### src/rtl/alu_pipe.sv
// WIDTH-bit ALU with valid/ready input and output channels, registered result
// and C/Z/N/V flags, chained carry for ADC/SBC and a shift-add multiplier.
module alu_pipe #(
  parameter int WIDTH = 8
) (
  input  logic             clk,
  input  logic             rst_n,
  input  logic             in_valid,
  output logic             in_ready,
  input  logic [WIDTH-1:0] a,
  input  logic [WIDTH-1:0] b,
  input  logic [3:0]       op,
  output logic             out_valid,
  input  logic             out_ready,
  output logic [WIDTH-1:0] result,
  output logic             carry,
  output logic             zero,
  output logic             negative,
  output logic             overflow,
  output logic [1:0]       dbg_state_o
);
  // Valid/ready: a transfer happens on a rising edge where valid && ready; a
  // source holds its payload stable until then, and no valid depends on ready.
  localparam int SHW = $clog2(WIDTH);
  localparam int CW  = $clog2(WIDTH) + 1;
  localparam logic [CW-1:0] CNT_FULL = CW'(WIDTH);
  localparam logic [CW-1:0] CNT_ONE  = CW'(1);

  localparam logic [1:0] S_IDLE = 2'd0;
  localparam logic [1:0] S_MUL  = 2'd1;
  localparam logic [1:0] S_DONE = 2'd2;

  localparam logic [3:0] OP_ADD = 4'd0;
  localparam logic [3:0] OP_SUB = 4'd1;
  localparam logic [3:0] OP_AND = 4'd2;
  localparam logic [3:0] OP_OR  = 4'd3;
  localparam logic [3:0] OP_XOR = 4'd4;
  localparam logic [3:0] OP_NOT = 4'd5;
  localparam logic [3:0] OP_LSL = 4'd6;
  localparam logic [3:0] OP_LSR = 4'd7;
  localparam logic [3:0] OP_ASR = 4'd8;
  localparam logic [3:0] OP_ROL = 4'd9;
  localparam logic [3:0] OP_ROR = 4'd10;
  localparam logic [3:0] OP_ADC = 4'd11;
  localparam logic [3:0] OP_SBC = 4'd12;
  localparam logic [3:0] OP_MUL = 4'd13;

  logic [1:0]         state_q, state_d;
  logic [CW-1:0]      cnt_q, cnt_d;
  logic [2*WIDTH-1:0] mcand_q, mcand_d;
  logic [WIDTH-1:0]   mplier_q, mplier_d;
  logic [2*WIDTH-1:0] acc_q, acc_d;

  logic [WIDTH-1:0]   result_q;
  logic               carry_q, zero_q, neg_q, ovf_q, out_valid_q;

  logic [SHW-1:0]     sh;
  logic [WIDTH-1:0]   addend;
  logic               cin;
  logic [WIDTH:0]     sum;
  logic               add_v;
  logic [WIDTH:0]     lsl_w, lsr_w, asr_w;
  logic [2*WIDTH-1:0] rol_w, ror_w;
  logic [WIDTH-1:0]   alu_res;
  logic               alu_c, alu_v;

  logic               load_en;
  logic [WIDTH-1:0]   load_res;
  logic               load_c, load_v;

  // The extra bit on each shift vector catches the last bit shifted out.
  always_comb begin
    sh      = b[SHW-1:0];
    addend  = (op == OP_SUB || op == OP_SBC) ? ~b : b;
    cin     = (op == OP_SUB) ? 1'b1 :
              ((op == OP_ADC || op == OP_SBC) ? carry_q : 1'b0);
    sum     = {1'b0, a} + {1'b0, addend} + {{WIDTH{1'b0}}, cin};
    add_v   = (a[WIDTH-1] == addend[WIDTH-1]) && (sum[WIDTH-1] != a[WIDTH-1]);
    lsl_w   = {1'b0, a} << sh;
    lsr_w   = {a, 1'b0} >> sh;
    asr_w   = $unsigned($signed({a, 1'b0}) >>> sh);
    rol_w   = {a, a} << sh;
    ror_w   = {a, a} >> sh;
    alu_res = '0;
    alu_c   = 1'b0;
    alu_v   = 1'b0;
    case (op)
      OP_ADD, OP_SUB, OP_ADC, OP_SBC: begin
        alu_res = sum[WIDTH-1:0];
        alu_c   = sum[WIDTH];
        alu_v   = add_v;
      end
      OP_AND: alu_res = a & b;
      OP_OR:  alu_res = a | b;
      OP_XOR: alu_res = a ^ b;
      OP_NOT: alu_res = ~a;
      OP_LSL: begin
        alu_res = lsl_w[WIDTH-1:0];
        alu_c   = lsl_w[WIDTH];
      end
      OP_LSR: begin
        alu_res = lsr_w[WIDTH:1];
        alu_c   = lsr_w[0];
      end
      OP_ASR: begin
        alu_res = asr_w[WIDTH:1];
        alu_c   = asr_w[0];
      end
      OP_ROL: alu_res = rol_w[2*WIDTH-1:WIDTH];
      OP_ROR: alu_res = ror_w[WIDTH-1:0];
      default: ;
    endcase
  end

  always_comb begin
    state_d  = state_q;
    cnt_d    = cnt_q;
    mcand_d  = mcand_q;
    mplier_d = mplier_q;
    acc_d    = acc_q;
    in_ready = 1'b0;
    load_en  = 1'b0;
    load_res = alu_res;
    load_c   = alu_c;
    load_v   = alu_v;
    case (state_q)
      S_IDLE: begin
        in_ready = !out_valid_q || out_ready;
        if (in_valid && in_ready) begin
          if (op == OP_MUL) begin
            mcand_d  = {{WIDTH{1'b0}}, a};
            mplier_d = b;
            acc_d    = '0;
            cnt_d    = CNT_FULL;
            state_d  = S_MUL;
          end else begin
            load_en = 1'b1;
          end
        end
      end
      S_MUL: begin
        if (mplier_q[0]) acc_d = acc_q + mcand_q;
        mcand_d  = mcand_q << 1;
        mplier_d = mplier_q >> 1;
        cnt_d    = cnt_q - CNT_ONE;
        if (cnt_q == CNT_ONE) state_d = S_DONE;
      end
      S_DONE: begin
        if (!out_valid_q || out_ready) begin
          load_en  = 1'b1;
          load_res = acc_q[WIDTH-1:0];
          load_c   = |acc_q[2*WIDTH-1:WIDTH];
          load_v   = 1'b0;
          state_d  = S_IDLE;
        end
      end
      default: state_d = S_IDLE;
    endcase
  end

  always_ff @(posedge clk or negedge rst_n) begin
    if (!rst_n) begin
      state_q  <= S_IDLE;
      cnt_q    <= '0;
      mcand_q  <= '0;
      mplier_q <= '0;
      acc_q    <= '0;
    end else begin
      state_q  <= state_d;
      cnt_q    <= cnt_d;
      mcand_q  <= mcand_d;
      mplier_q <= mplier_d;
      acc_q    <= acc_d;
    end
  end

  // A load always wins over a simultaneous output transfer.
  always_ff @(posedge clk or negedge rst_n) begin
    if (!rst_n) begin
      result_q    <= '0;
      carry_q     <= 1'b0;
      zero_q      <= 1'b0;
      neg_q       <= 1'b0;
      ovf_q       <= 1'b0;
      out_valid_q <= 1'b0;
    end else begin
      if (load_en) begin
        result_q <= load_res;
        carry_q  <= load_c;
        zero_q   <= (load_res == '0);
        neg_q    <= load_res[WIDTH-1];
        ovf_q    <= load_v;
      end
      if (load_en)        out_valid_q <= 1'b1;
      else if (out_ready) out_valid_q <= 1'b0;
    end
  end

  assign out_valid   = out_valid_q;
  assign result      = result_q;
  assign carry       = carry_q;
  assign zero        = zero_q;
  assign negative    = neg_q;
  assign overflow    = ovf_q;
  assign dbg_state_o = state_q;

endmodule

### config.mk
export PLATFORM = sky130hd
export DESIGN_NAME = alu_pipe
export DESIGN_NICKNAME = d
export VERILOG_FILES = /design/src/rtl/alu_pipe.sv
export SDC_FILE = /design/constraint.sdc
export NUM_CORES = 1
export LEC_CHECK = 0
export ABC_AREA = 0
export CAP_MARGIN = 20
export CORE_MARGIN = 2
export CORE_UTILIZATION = 40
export CTS_BUF_LIST = sky130_fd_sc_hd__clkbuf_8
export DETAILED_ROUTE_END_ITERATION = 8
export PLACE_DENSITY = 0.7
export SETUP_SLACK_MARGIN = 0.02
export SLEW_MARGIN = 20
export SYNTH_ARGS = -nofsm -noshare
export SYNTH_HDL_FRONTEND = slang
export SYNTH_SLANG_ARGS = --single-unit
### constraint.sdc
create_clock -name clk -period 3.4 [get_ports clk]
set_input_delay 0.68 -clock clk [delete_from_list [all_inputs] [get_ports clk]]
set_output_delay 0.68 -clock clk [all_outputs]
set_load 0.01 [all_outputs]
# Word-level counts from Yosys, hierarchy flattened
# Cells that the tools add are included.
# W data, S select, Z words.
[totals] elab_cells=101 input_bits=24 register_bits=59
[classes] n_mux=37 n_eq_ne=23 n_reduce_logical=16 bitwise=5 shifts=5 add_sub_neg=4
[ops] op="$mux W16" n=5
[ops] op="$pmux W8 S10" n=1
[ops] op="$pmux W16 S2" n=2
[ops] op="$mux W8" n=5
[ops] op="$eq A4 B4 Y1 const B" n=6
[ops] op="$add A16 B16 Y16" n=1
[ops] op="$eq A4 B3 Y1 const B" n=4
[ops] op="$not A8 Y8" n=2
[ops] op="$pmux W8 S2" n=1
[ops] op="$shl A16 B3 Y16" n=1
[ops] op="$shr A16 B3 Y8" n=1
[ops] op="$mux W1" n=13
[ops] op="$ne A2 B2 Y1 const B" n=5
[ops] op="$add A8 B8 Y9" n=1
[ops] op="$add A9 B1 Y9" n=1
[ops] op="$shl A8 B3 Y9" n=1
[ops] op="$shr A9 B3 Y9" n=1
[ops] op="$sshr A9 B3 Y9" n=1
[ops] op="$and A8 B8 Y8" n=1
[ops] op="$eq A4 B1 Y1 const B" n=2
[ops] op="$eq A4 B2 Y1 const B" n=2
[ops] op="$logic_not A8 Y1" n=1
[ops] op="$mux W2" n=4
[ops] op="$mux W4" n=2
[ops] op="21 further kinds" n=26

# Depth between registers and ports, before layout
# Gate-level depths: netlist of run 1.
[depth] depth_word=10 ltp_mapped=16

# Worst setup path before layout of run 1
# No wires, ideal clock.
[synth_timing] path_type="in2reg" startpoint="in op[0]" endpoint="reg zero_q, in the netlist zero" setup_time_ns=0.103 n_path_buf=3 arrival_time_ns=4.034 setup_slack_ns=-0.737 required_ns=3.297 cell_stages=15 cell_sequence="buf_4 -> buf_2 -> buf_2 -> a21oi_1 -> nor2_1 -> xnor2_1 -> fa_1 -> a211oi_1 -> nor2_1 -> o21a_1 -> o41ai_2 -> xnor2_1 -> a2111oi_0 -> a21oi_1 -> o41ai_2"
[synth_between] elab_chain_len=9
[synth_lines] item="from (decl)" line_no="12" source="input logic [3:0] op,"
[synth_lines] item="$eq A4 B1 Y1 (tied with other cells)" line_no="74, 75, 87"
[synth_lines] item="$logic_or A1 B1 Y1 (on tied branches)" line_no="74, 76"
[synth_lines] item="$mux W8 / $mux W1 (equally long branches)" line_no="74, 76"
[synth_lines] item="$add A8 B8 Y9 / $mux W1 (equally long branches)" line_no="77, 75"
[synth_lines] item="$add A9 B1 Y9" line_no="77" source="sum = {1'b0, a} + {1'b0, addend} + {{WIDTH{1'b0}}, cin};"
[synth_lines] item="$pmux W8 S10" line_no="87" source="case (op)"
[synth_lines] item="$mux W8" line_no="149" source="if (!out_valid_q || out_ready) begin"
[synth_lines] item="$mux W8" line_no="126" source="case (state_q)"
[synth_lines] item="$logic_not A8 Y1" line_no="190" source="zero_q <= (load_res == '0);"
[synth_lines] item="to (signal assigned)" line_no="190"
[synth_lines] item="to (decl)" line_no="55" source="logic carry_q, zero_q, neg_q, ovf_q, out_valid_q;"
# Parallel ways exist; a longest one is shown, timed or not.
# A chain may end at the register's enable or synchronous reset.

# Worst setup path after layout of run 1
[layout_timing] startpoint="in b[0]" endpoint="reg result_q[7], in the netlist result[7]"
[layout_between] elab_chain_len=7
[layout_lines] item="from (decl)" line_no="11" source="input logic [WIDTH-1:0] b,"
[layout_lines] item="$not A8 Y8" line_no="74" source="addend = (op == OP_SUB || op == OP_SBC) ? ~b : b;"
[layout_lines] item="$mux W8" line_no="74"
[layout_lines] item="$add A8 B8 Y9" line_no="77"
[layout_lines] item="$add A9 B1 Y9" line_no="77"
[layout_lines] item="$pmux W8 S10 (*)" line_no="87"
[layout_lines] item="$mux W8" line_no="149"
[layout_lines] item="$mux W8 (*)" line_no="126"
[layout_lines] item="to (signal assigned)" line_no="188" source="result_q <= load_res;"
[layout_lines] item="to (decl)" line_no="54" source="logic [WIDTH-1:0] result_q;"
# Mark *: on every way between the ends. The rest lies on a longest branch, timed or not.

==> results of run 1 <==
## repair_timing
item	4_1_cts	5_1_grt
setup buffers	3	5
resized for setup	18	30
pin swaps	11	24
endpoints found under the setup margin	5	4
gates cloned	0	0
## registers in the layout (all words and copies together), names as in the netlist
name and count:
cnt_q 4, overflow 1, mcand_q 16, zero 1, result 8, mplier_q 8
out_valid 1, carry 1, dbg_state_o 2, acc_q 16
## metal layers
metal	wire, µm	up-vias
met5	0	-
met4	751	0
met3	992	46
met2	8170	195
met1	7380	2590
li1	-	2518
## path summary, 6_finish.rpt
kind	cells past startpoint	end	from
max	12	result[7]	b[0]
min	1	mcand_q[13]	rst_n
max reg2reg	11	result[7]	carry
min reg2reg	2	mplier_q[4]	mplier_q[4]
max in group asynchronous	2	acc_q[3]	rst_n
min in group clk	2	mplier_q[4]	mplier_q[4]
## synth_stat cells, drive strengths merged, types with 9 or more instances
library cell	n
nand3	10
xnor2	20
o22ai	17
a22o	12
buf	18
mux2i	13
dfrtp	58
nand2	71
ha	41
a211oi	10
nor2b	9
inv	31
nor2	52
a21oi	46
clkbuf	20
nor3	14
xor2	9
mux4	10
o21ai	43
## kinds of logic (layout without fill, tap and decap cells)
kind of cell             count (synthesis)  after routing  share of synthesized area (%)
AO/OA/AOI/OAI                          204            204                           26.1
AND/OR/NAND/NOR                        191            191                           17.1
buffers and inverters                   69            176                           5.80
flip-flops                              58             58                           27.2
adder cells (fa/ha/maj)                 44             44                           10.8
XOR/XNOR                                29             29                           4.77
multiplexers                            29             29                           8.29
## power by group
part           switching, mW  internal [mW]  total, mW  leakage [nW]
clock                  0.279          0.427      0.706         0.113
combinational           1.17          0.986       2.15          2.24
sequential             0.272          0.976       1.25         0.745
## worst max-delay path, delay by kind of cell
| family | cells | cell delay (ns) |
|---|---|---|
| AND/OR/NAND/NOR | 1 | 0.09 |
| adder cells (fa/ha/maj) | 1 | 0.40 |
| multiplexers | 1 | 0.27 |
| AO/OA/AOI/OAI | 5 | 1.24 |
| buffers and inverters | 2 | 0.61 |
| XOR/XNOR | 2 | 0.31 |
## final cells by class
cell class,instances,share of cell area [%]
Tap cell,176,3.22
Clock inverter,6,1.19
Timing Repair Buffer,129,16.0
Sequential cell,58,21.2
Inverter,31,1.70
Multi-Input combinational cell,497,54.6
Clock buffer,10,2.01
## stage by stage
stage / worst slack, ns / setup TNS [ns] / util [%] / power (mW)
after floorplan: -0.211 / -0.420 / - / 2.59
after global placement: -0.628 / -3.45 / 48.7 / 3.24
after detailed placement: -0.725 / -4.38 / 48.7 / 3.30
after CTS: 0.0260 / 0 / 51.0 / 4.06
after global routing: -0.0476 / -0.0666 / 52.0 / 4.43
final: 0.0408 / 0 / 52.0 / 4.11
## layout by cell type, fill, tap and decap left out, types with 7 or more instances in the layout
master / n
buf_4: 82
nand2_1: 68
dfrtp_1: 58
nor2_1: 49
a21oi_1: 41
o21ai_0: 40
ha_1: 40
clkdlybuf4s50_1: 32
inv_1: 31
xnor2_1: 17
o22ai_1: 16
nor3_1: 14
a22o_1: 12
mux2i_1: 12
clkbuf_8: 10
xor2_1: 9
nor2b_1: 8
nand3_1: 8
buf_6: 8
a31oi_1: 7
a21o_1: 7
a211oi_1: 7
==> impl_metrics.py, run 1 <==
metrics = {
    "synth": {
        "synth_top_area_cell": "dfrtp_1",
        "ys_seq_elements": 58,
        "yosys_warnings": 0,
        "yosysUniqueCellTypes": 73,
        "async_flop_share_pct": 100,
        "seq_area_frac_synth_pct": 27.2,
        "synth_area_per_cell_um2": 8.54,
        "synth_edf_count": 0,
        "syn-num-nets": 692,
        "postSynthCellCount": 624,
        "synthFlopType": "dfrtp_1",
        "synthTopCellsByArea": "dfrtp_1 27%, ha_1 9.6%, nand2_1 4.9%, a21oi_1 4.3%, o21ai_0 3.9%",
        "synth_top_area_share_pct": 27.2,
        "syn_area_mm2": 0.00533,
    },
    "placement": {
        "dp_hpwl_um": 13200,
        "portBuffers": 39,
        "place_inst": 883,
        "gp_congestion": 0.968,
        "place_area_mm2": 0.00640,
    },
    "global_route": {
        "overflow": 0,
        "use_met3_pct": 4.84,
        "grt_pass1_wl_um": 27300,
        "grtUsageTotal_pct": 24.4,
        "grt_max_degree": 43,
        "antenna_found_initial": 0,
        "gr-usage-met1_pct": 31.4,
        "grt_pass1_vias": 5158,
        "grt.busiest_layer": "met2",
        "use_met2_pct": 39.8,
    },
    "final_layout": {
        "area_delta_synth_final_pct": 28.3,
        "nFillCells": 1216,
        "multiInputGateArea_mm2": 0.00373,
        "drive_above_1_share_pct": 22.3,
        "final_cells": 907,
        "seqCellArea_mm2": 0.00145,
        "diodes": 0,
        "fin_nets": 794,
        "stdcell_area_mm2": 0.00684,
    },
    "timing": {
        "maxSlewViolCount": 0,
        "worst_clock_skew_ns": 0.0123,
        "hold_viol_final": 0,
        "finalCritPeriodShare_pct": 98.8,
        "timing.fmax_ghz": 0.298,
        "hold_ws_ns": 0.349,
        "worst_pin_slew_ns": 0.688,
        "fin_crit_ns": 3.36,
        "max_slew_margin_pct": 54.0,
        "rsz0062_at_grt": "true",
        "final-setup-viol-count": 0,
    },
    "routing": {
        "viasPerCell": 5.90,
        "drt-initial-drc-count": 490,
        "vias": 5349,
        "detail-route-antenna-nets": 0,
        "wire_per_inst_um": 19.1,
        "firstDrtPassIters": 5,
        "drt_wl_total_um": 17300,
        "post-route-drc-count": 0,
    },
    "worst_setup_path": {
        "worstSetupEndpointType": "flip-flop",
        "crit_fanout": 3,
        "crit_chain": "clkdlybuf4s50_1, inv_1, xnor2_2, fa_2, a211oi_2, nor2_1, o21a_1, o41ai_4, xnor2_2, a2111oi_4, a21oi_2, mux2_4",
        "crit_type": "in -> reg",
        "crit_path_frequent_cell": "xnor2_2",
        "worstPathArrival_ns": 3.59,
        "startpoint_type": "primary input",
        "max_stage_delay_ns": 0.50,
        "slowest_stage": "clkdlybuf4s50_1",
        "required_ns": 3.63,
        "rrSetupSlack_ns": 0.47,
    },
    "floorplanning": {
        "io_pins": 40,
        "start_util_pct": 40.6,
        "die_w_um": 119,
        "rows": 42,
        "die_y_um": 119,
        "core_area_mm2": 0.0131,
        "die_area_mm2": 0.0143,
    },
    "clock_tree": {
        "clk_pin_slew_ns": 0.07,
        "clk_path_buf_depth": 2,
        "htreeDepth": 3,
        "clock_latency_ns": 0.34,
        "cts_tree": "built",
        "holdBufCountCts": 0,
        "cts_buffers": 9,
        "cts_root_buffer": "clkbuf_8",
        "cts_num_sinks": 58,
    },
    "status": {
        "status": "finished clean",
    },
    "pwr": {
        "cellPowerDensity_mw_per_mm2": 601,
        "ir_drop_uv": 421,
        "power.leakage_nw": 3.10,
    },
    "job": {
        "drv_cap": 0,
    },
    "worst_hold_path": {
        "hp-class": "in -> async",
    },
}
(Power assumes the default switching activity.)
==> inputs of run 2 (changes only) <==
- SLEW_MARGIN: 20 -> not set
==> results of run 2 <==
The final DEF is identical to that of run 1; final timing and power are the same.
